==> config.mk <==
export PLATFORM = sky130hd
export DESIGN_NAME = array_rw_frontend_flat
export DESIGN_NICKNAME = d
export VERILOG_FILES = /design/src/rtl/array_rw_frontend_if.sv /design/src/rtl/array_rw_frontend.sv /design/src/flat_wrapper.sv
export SDC_FILE = /design/constraint.sdc
export NUM_CORES = 1
export LEC_CHECK = 0
export CORE_AREA = 3 3 212 296
export CTS_BUF_LIST = sky130_fd_sc_hd__clkbuf_16
export DETAILED_ROUTE_END_ITERATION = 10
export DIE_AREA = 0 0 215 299
export GPL_ROUTABILITY_DRIVEN = 0
export GPL_TIMING_DRIVEN = 1
export HOLD_SLACK_MARGIN = 0.03
export PLACE_DENSITY = 0.59
export SLEW_MARGIN = 10
export SYNTH_ARGS = -nofsm -noshare
export SYNTH_HDL_FRONTEND = slang
export SYNTH_SLANG_ARGS = --single-unit
export TNS_END_PERCENT = 20
==> constraint.sdc <==
create_clock -name clock -period 21 [get_ports clock]
set_input_delay 4.2 -clock clock [delete_from_list [all_inputs] [get_ports clock]]
set_output_delay 4.2 -clock clock [all_outputs]
set_load 0.01 [all_outputs]
==> src/rtl/array_rw_frontend_if.sv <==
// Request/response and RW0 macro port bundle for array_rw_frontend.
// The slave modport is the frontend's view; the master modport is the pipeline/macro side.
interface array_rw_frontend_if #(
  parameter int ADDR_W = 12,
  parameter int DATA_W = 137
);
  logic              wr_valid;
  logic              wr_ready;
  logic [ADDR_W-1:0] wr_addr;
  logic [DATA_W-1:0] wr_data;
  logic              rd_valid;
  logic              rd_ready;
  logic [ADDR_W-1:0] rd_addr;
  logic              resp_valid;
  logic              resp_ready;
  logic [DATA_W-1:0] resp_data;
  logic              RW0_en;
  logic              RW0_wmode;
  logic [ADDR_W-1:0] RW0_addr;
  logic [DATA_W-1:0] RW0_wdata;
  logic [DATA_W-1:0] RW0_rdata;

  modport slave (
    input  wr_valid, wr_addr, wr_data, rd_valid, rd_addr, resp_ready, RW0_rdata,
    output wr_ready, rd_ready, resp_valid, resp_data, RW0_en, RW0_wmode, RW0_addr, RW0_wdata
  );

  modport master (
    output wr_valid, wr_addr, wr_data, rd_valid, rd_addr, resp_ready, RW0_rdata,
    input  wr_ready, rd_ready, resp_valid, resp_data, RW0_en, RW0_wmode, RW0_addr, RW0_wdata
  );
endinterface

==> src/rtl/array_rw_frontend.sv <==
// Arbitrates write/read channels onto one single-port RW0 array port and buffers read data
// in a credit-checked response FIFO. Define ARRAY_FE_RR_ARB_EN for round-robin arbitration.
module array_rw_frontend #(
  parameter int ADDR_W     = 12,
  parameter int DATA_W     = 137,
  parameter int RESP_DEPTH = 3
) (
  input  logic              clock,
  input  logic              reset,
  array_rw_frontend_if.slave bus
);
  localparam int CNT_W = $clog2(RESP_DEPTH + 1);
  localparam int PTR_W = (RESP_DEPTH > 1) ? $clog2(RESP_DEPTH) : 1;
  localparam logic [PTR_W-1:0] LAST_PTR  = PTR_W'(RESP_DEPTH - 1);
  localparam logic [CNT_W:0]   DEPTH_EXT = (CNT_W + 1)'(RESP_DEPTH);

  logic [CNT_W-1:0]  count_q, count_d;
  logic              inflight_q, inflight_d;
  logic [PTR_W-1:0]  head_q, head_d;
  logic [PTR_W-1:0]  tail_q, tail_d;
  logic [DATA_W-1:0] mem_q [RESP_DEPTH];
  logic [DATA_W-1:0] mem_d [RESP_DEPTH];

  logic              credit_ok;
  logic              rd_elig;
  logic              wr_rdy;
  logic              rd_rdy;
  logic              wr_gnt;
  logic              rd_gnt;
  logic              push;
  logic              pop;
  logic              resp_vld;
  logic [ADDR_W-1:0] addr_mux;

  // A read may only issue if a FIFO slot is reserved for it, counting the read still in flight.
  assign credit_ok = ({1'b0, count_q} + {{CNT_W{1'b0}}, inflight_q}) < DEPTH_EXT;
  assign rd_elig   = bus.rd_valid && credit_ok;

`ifdef ARRAY_FE_RR_ARB_EN
  logic last_grant_q, last_grant_d;

  always_comb begin
    wr_rdy       = !reset && (!rd_elig || last_grant_q);
    rd_rdy       = !reset && credit_ok && (!bus.wr_valid || !last_grant_q);
    last_grant_d = last_grant_q;
    if (wr_gnt) begin
      last_grant_d = 1'b0;
    end else if (rd_gnt) begin
      last_grant_d = 1'b1;
    end
  end
`else
  always_comb begin
    wr_rdy = !reset;
    rd_rdy = !reset && credit_ok && !bus.wr_valid;
  end
`endif

  assign wr_gnt = bus.wr_valid && wr_rdy;
  assign rd_gnt = bus.rd_valid && rd_rdy;

  always_comb begin
    addr_mux      = wr_gnt ? bus.wr_addr : bus.rd_addr;
    bus.wr_ready  = wr_rdy;
    bus.rd_ready  = rd_rdy;
    bus.RW0_en    = wr_gnt || rd_gnt;
    bus.RW0_wmode = wr_gnt;
    bus.RW0_addr  = addr_mux;
    bus.RW0_wdata = bus.wr_data;
  end

  assign resp_vld       = !reset && (count_q != '0);
  assign bus.resp_valid = resp_vld;
  assign bus.resp_data  = mem_q[head_q];
  assign push           = inflight_q;
  assign pop            = resp_vld && bus.resp_ready;

  always_comb begin
    inflight_d = rd_gnt;
    count_d    = count_q + CNT_W'(push) - CNT_W'(pop);
    head_d     = head_q;
    tail_d     = tail_q;
    mem_d      = mem_q;
    if (push) begin
      mem_d[tail_q] = bus.RW0_rdata;
      tail_d        = (tail_q == LAST_PTR) ? '0 : tail_q + 1'b1;
    end
    if (pop) begin
      head_d = (head_q == LAST_PTR) ? '0 : head_q + 1'b1;
    end
  end

  always_ff @(posedge clock) begin
    if (reset) begin
      count_q      <= '0;
      inflight_q   <= 1'b0;
      head_q       <= '0;
      tail_q       <= '0;
`ifdef ARRAY_FE_RR_ARB_EN
      last_grant_q <= 1'b0;
`endif
    end else begin
      count_q      <= count_d;
      inflight_q   <= inflight_d;
      head_q       <= head_d;
      tail_q       <= tail_d;
`ifdef ARRAY_FE_RR_ARB_EN
      last_grant_q <= last_grant_d;
`endif
    end
  end

  // Payload storage needs no reset; occupancy alone decides what is valid.
  always_ff @(posedge clock) begin
    mem_q <= mem_d;
  end
endmodule

==> src/flat_wrapper.sv <==
// flat-port wrapper written by rule: the top's interface ports become plain ports
module array_rw_frontend_flat 
#(
  parameter int ADDR_W     = 12,
  parameter int DATA_W     = 137,
  parameter int RESP_DEPTH = 3
)
  (clock, reset, bus_wr_valid, bus_wr_addr, bus_wr_data, bus_rd_valid, bus_rd_addr, bus_resp_ready, bus_RW0_rdata, bus_wr_ready, bus_rd_ready, bus_resp_valid, bus_resp_data, bus_RW0_en, bus_RW0_wmode, bus_RW0_addr, bus_RW0_wdata);
  array_rw_frontend_if #(.ADDR_W(ADDR_W), .DATA_W(DATA_W)) bus_i ();
  input  logic clock;
  input  logic reset;
  input wire logic [$bits(bus_i.wr_valid)-1:0] bus_wr_valid;
  input wire logic [$bits(bus_i.wr_addr)-1:0] bus_wr_addr;
  input wire logic [$bits(bus_i.wr_data)-1:0] bus_wr_data;
  input wire logic [$bits(bus_i.rd_valid)-1:0] bus_rd_valid;
  input wire logic [$bits(bus_i.rd_addr)-1:0] bus_rd_addr;
  input wire logic [$bits(bus_i.resp_ready)-1:0] bus_resp_ready;
  input wire logic [$bits(bus_i.RW0_rdata)-1:0] bus_RW0_rdata;
  output wire logic [$bits(bus_i.wr_ready)-1:0] bus_wr_ready;
  output wire logic [$bits(bus_i.rd_ready)-1:0] bus_rd_ready;
  output wire logic [$bits(bus_i.resp_valid)-1:0] bus_resp_valid;
  output wire logic [$bits(bus_i.resp_data)-1:0] bus_resp_data;
  output wire logic [$bits(bus_i.RW0_en)-1:0] bus_RW0_en;
  output wire logic [$bits(bus_i.RW0_wmode)-1:0] bus_RW0_wmode;
  output wire logic [$bits(bus_i.RW0_addr)-1:0] bus_RW0_addr;
  output wire logic [$bits(bus_i.RW0_wdata)-1:0] bus_RW0_wdata;
  assign bus_i.wr_valid = bus_wr_valid;
  assign bus_i.wr_addr = bus_wr_addr;
  assign bus_i.wr_data = bus_wr_data;
  assign bus_i.rd_valid = bus_rd_valid;
  assign bus_i.rd_addr = bus_rd_addr;
  assign bus_i.resp_ready = bus_resp_ready;
  assign bus_i.RW0_rdata = bus_RW0_rdata;
  assign bus_wr_ready = bus_i.wr_ready;
  assign bus_rd_ready = bus_i.rd_ready;
  assign bus_resp_valid = bus_i.resp_valid;
  assign bus_resp_data = bus_i.resp_data;
  assign bus_RW0_en = bus_i.RW0_en;
  assign bus_RW0_wmode = bus_i.RW0_wmode;
  assign bus_RW0_addr = bus_i.RW0_addr;
  assign bus_RW0_wdata = bus_i.RW0_wdata;
  array_rw_frontend #(.ADDR_W(ADDR_W), .DATA_W(DATA_W), .RESP_DEPTH(RESP_DEPTH)) u_core (.clock(clock), .reset(reset), .bus(bus_i));
endmodule
==> flow_summary.ini, run 1 <==
[route]
route.final.wire_length_mm = 59.33
drt_first_iter_violations = 418
vias_per_cell = 4.386
drcViolationCount = 0
detail_route.wl_per_cell_um = 28.28
route.vias.total = 9201
drtPass1Iterations = 4
ant_nets = 0

[sta]
layout_worst_path_cycle_share_pct = 51.50
finalMaxSlewViolations = 0
finalClockSkew_ns = 0.01214
max_freq_mhz = 92.46
transition_time_of_the_tightest_slew_check_pin_ns = 1.011
hold_viol_final = 0
rsz0062_at_grt = no
min_period_ns = 10.82
report.final.setup_viol = 0
relSlewSlack_pct = 32.33
finalSetupTns_ns = 0

[synthesis]
synth_sequential_area_ratio_pct = 74.31
synthesis.nets = 1373
yosys.cell_count.top_type = edfxtp_1
post_synth_num_cell_types = 27
synth_area_leaders = edfxtp_1 (73%), mux2i_1 (8.2%), buf_4 (6.7%), nand2_1 (3.2%), o21ai_0 (3.2%)
async_flop_share_pct = 0
synth-seq-cells = 418
post_synth.cell_area_avg_um2 = 15.76
ys.flop_type = edfxtp_1
synth_area_um2 = 16800
synth_top_cells_by_count = edfxtp_1 (411), buf_4 (150), nand2_1 (142), mux2i_1 (137), o21ai_0 (106)
synth_cells = 1066
yosys.area.top_type_share_pct = 73.47
synth-edff-count = 411
post-synth-top-area-cell = edfxtp_1
yosysWarningCount = 0

[power]
power.density_nw_per_um2 = 87.57
p_total_mw = 1.852
combinationalPowerShare_pct = 9.2
p_sw_uw = 395.5
p_leak_nw = 6.500
clock_network_fraction_of_design_power_pct = 40.3
peakVddDrop_mv = 0.06493
portion_of_total_power_attributed_to_sequential_cells_pct = 50.4
intPower_mw = 1.457
power.share.switching_pct = 21.35

[global_route]
via_count_of_the_first_global_routing_pass = 9685
grt_pass1_wl_mm = 80.21
largest_net_degree_at_the_start_of_global_routing = 63
grtUsageTotal_pct = 17.83
total_congestion_overflow_after_global_routing = 0
grt_antenna_before_repair = 2

[die]
core.rowCount = 106
die_height_um = 299
floorplan.io_pins = 594
initial_utilization_pct = 27.96
core-area_um2 = 60080
die_w_um = 215
die_area_um2 = 64290

[layout]
antennaDiodeCount = 0
layout-drive-gt1-share_pct = 7.376
layout-area-overhead-vs-synth_pct = 25.91
nNetsFinal = 1567

[flow_run]
drv_cap = 0

[critical_path]
crit_required_ns = 16.80
worst_path_fanout_max = 13
worstSetupStartpointType = primary input
worstPathArrival_ns = 6.62
critical_path.endpoint_type = primary output
worst-setup-path-type = primary input to primary output

[clocking]
worst_setup_hold_path_clk_slew_ns = 0.06
cts_htree_levels = 2
cts_buffers = 42
hold_buffers = 0
post-cts-setup-buffers = 0
ctsLongestPathBuffers = 3
post_cts.resized_instances = 0
cts_num_sinks = 418
insertion_delay_ns = 0.56
cts_tree = done
clock_tree.root_cell = clkbuf_16

[place]
portBuffers = 319
dp_hpwl_mm = 44.84

[run_status]
status = finished clean

[hold_path]
min-delay-path-class = flip-flop to flip-flop
-- per-layer routing --
metal	vias up	wire length, um	global-route usage, %
met5	-	24	0
met4	4	4953	12.74
met3	200	12650	17.35
met2	410	26910	28.23
met1	4421	14780	12.88
li1	4166	-	-
-- through the flow --
step	utilization [%]	setup slack (ns)	hold WS, ns	cells	instance area, um2
after global routing	35.20	10.12	0.5864	2098	21150
final	35.20	10.18	0.5609	2098	21150
after global placement	32.93	10.26	0.5313	2026	19780
after detailed placement	32.93	10.21	0.5465	2026	19780
after floorplan	-	9.752	0.5054	1066	16800
after CTS	35.20	10.20	0.5580	2098	21150
-- critical path, stage by stage --
cell and delay, ns:
clkdlybuf4s50_1 0.60, nor2_1 0.86, mux2_2 0.46, clkdlybuf4s50_1 0.49
-- power by group through the flow --
stage          clock (mW)  combinational, mW  sequential [mW]
2_1_floorplan           0             0.0955            0.953
3_3_place_gp            0              0.171            0.951
3_5_place_dp            0              0.173            0.952
4_1_cts             0.772              0.174            0.934
5_1_grt             0.801              0.182            0.935
6_report            0.747              0.171            0.934
-- state kept, by name (all words and copies together) (netlist names) --
| register | flops |
|---|---|
| u_core.head_q | 2 |
| u_core.inflight_q | 1 |
| u_core.mem_q | 411 |
| u_core.count_q | 2 |
| u_core.tail_q | 2 |
-- cell families after synthesis --
kind of cell	Yosys count	synth area share, %
AOI/OAI and AO/OA	144	4.328
xor gates and xnor gates	1	0.05215
adders and majority gates	4	0.2980
buffers and inverters	190	8.268
DFF	418	74.31
muxes	149	8.968
and+or+nand+nor	160	3.777
-- cell usage in the layout (no fill, tap or decap), types with 3 or more instances in the layout --
cell type / Yosys / layout
clkinv_1: 0 / 5
clkinv_2: 0 / 5
inv_1: 5 / 12
buf_4: 150 / 16
o21ai_0: 106 / 106
o21ai_1: 32 / 32
ha_1: 4 / 4
a21oi_1: 4 / 4
edfxtp_1: 411 / 411
nand2_1: 142 / 142
dfxtp_1: 7 / 5
mux2_2: 12 / 12
mux2i_1: 137 / 137
clkbuf_16: 0 / 43
nor2_1: 7 / 5
clkdlybuf4s50_1: 0 / 319
bufinv_16: 0 / 5
clkinvlp_4: 0 / 3
-- path summary, 6_finish.rpt --
path                           from           endpoint  slack, ns  cells after the start
setup / recovery              reset   bus_RW0_addr[10]      10.18                      4
hold / removal    u_core.count_q[1]  u_core.count_q[1]       0.56                      2
setup reg to reg  u_core.inflight_q  u_core.mem_q[357]      18.51                      3
hold reg to reg   u_core.count_q[1]  u_core.count_q[1]       0.56                      2
-- cell type report --
| type | instances | area, um2 |
|---|---|---|
| inverters | 5 | 18.77 |
| fillers | 5769 | 38930 |
| flip-flops and latches | 418 | 12490 |
| well taps | 810 | 1013 |
| repair buffers | 335 | 3313 |
| clock buffers | 43 | 1076 |
| multi-input cells | 458 | 2947 |
| clock inverters | 29 | 292.8 |
(Power assumes the default switching activity.)
==> run 2, diff against run 1 <==
- clock period: 21 -> 10.5 ns (I/O delays scaled with it)
==> flow_summary.ini, run 2 (synthesized netlist as in run 1, its figures left out) <==
[clocking]
worst_setup_hold_path_clk_slew_ns = 0.06
ctsLongestPathBuffers = 3
clock_tree.root_cell = clkbuf_16
cts_num_sinks = 418
cts_buffers = 42
hold_buffers = 0
insertion_delay_ns = 0.54
cts_tree = done
post_cts.resized_instances = 0
post-cts-setup-buffers = 0
cts_htree_levels = 2

[die]
initial_utilization_pct = 27.96
core-area_um2 = 60080
floorplan.io_pins = 594
die_area_um2 = 64290
die_height_um = 299
core.rowCount = 106
die_w_um = 215

[layout]
layout-drive-gt1-share_pct = 7.060
finish.instance_area_um2 = 21070
nNetsFinal = 1566
layout-area-overhead-vs-synth_pct = 25.43
fin_util_pct = 35.07
final_common_cell = edfxtp_1
top_register = u_core.mem_q
post_layout_nonfiller_instances = 2100
largest_register_ff_count = 411
layout_common_cells = edfxtp_1 (411), clkdlybuf4s50_1 (319), nand2_1 (142)

[route]
route.final.wire_length_mm = 58.45
vias_per_cell = 4.377
ant_nets = 0
drt_first_iter_violations = 377
route.vias.total = 9192
detail_route.wl_per_cell_um = 27.83
drtPass1Iterations = 4
drcViolationCount = 0

[global_route]
largest_net_degree_at_the_start_of_global_routing = 63
total_congestion_overflow_after_global_routing = 0
grt_pass1_wl_mm = 78.80
grtUsageTotal_pct = 17.51
via_count_of_the_first_global_routing_pass = 9560
grt_antenna_before_repair = 3

[power]
p_leak_nw = 6.454
power.density_nw_per_um2 = 171.2
p_total_mw = 3.608
peakVddDrop_mv = 0.1409

[hold_path]
min-delay-path-class = flip-flop to flip-flop
timing.hold.worst.start = u_core.count_q[1]

[sta]
relSlewSlack_pct = 23.63
transition_time_of_the_tightest_slew_check_pin_ns = 1.146
report.final.setup_viol = 0
layout_worst_path_cycle_share_pct = 62.75
finalMaxSlewViolations = 0
finalClockSkew_ns = 0.01156
worst_slack_ns = 3.911
finalSetupTns_ns = 0
max_freq_mhz = 151.8
min_period_ns = 6.589
hold_viol_final = 0
hold_ws_ns = 0.5574
rsz0062_at_grt = no

[critical_path]
worstPathArrival_ns = 4.49
critical_path.endpoint_type = primary output
timing.rr.start = u_core.head_q[0]
worst-setup-path-type = primary input to primary output
worstSetupStartpointType = primary input
worst_path_fanout_max = 13
crit_required_ns = 8.40
worstSetupStartpoint = reset

[place]
dp_cells = 2025
dpl_cell_area_um2 = 19780
portBuffers = 319
dp_hpwl_mm = 43.79
dpl_worst_slack_ns = 3.945

[run_status]
status = finished clean

[flow_run]
drv_cap = 0
-- run 2: final timing paths --
kind / cells after the start / slack (ns) / endpoint
worst min register to register: 2 / 0.56 / u_core.count_q[1]
worst min-delay path: 2 / 0.56 / u_core.count_q[1]
worst max-delay path: 4 / 3.91 / bus_RW0_addr[9]
worst max register to register: 4 / 6.88 / u_core.head_q[1]
-- run 2: power by group --
group          total, mW  internal [mW]  switching, mW
combinational      0.334          0.187          0.147
sequential          1.87           1.86         0.0162
clock               1.40          0.793          0.606
total               3.61           2.84          0.769
-- run 2: routing by layer --
| metal | global-route usage (%) | up-vias | wire length [um] |
|---|---|---|---|
| met1 | 12.72 | 4386 | 14810 |
| met2 | 27.35 | 439 | 25940 |
| li1 | - | 4169 | - |
| met3 | 17.55 | 194 | 12860 |
| met5 | 0 | - | 27 |
| met4 | 12.25 | 4 | 4821 |
-- run 2: area by class of cell --
cell class                 count  area, um2
timing repair buffer         334       3306
inverter                       5      18.77
clock inverter                31      210.2
antenna                        1      2.502
fill                        5781      39010
multi-input combinational    458       2953
sequential                   418      12490
clock buffer                  43       1076
tap                          810       1013
-- run 2: critical path, stage by stage --
cell and delay [ns]:
clkdlybuf4s50_1 0.60, nor2_1 0.88, mux2_2 0.42, clkdlybuf4s50_1 0.49
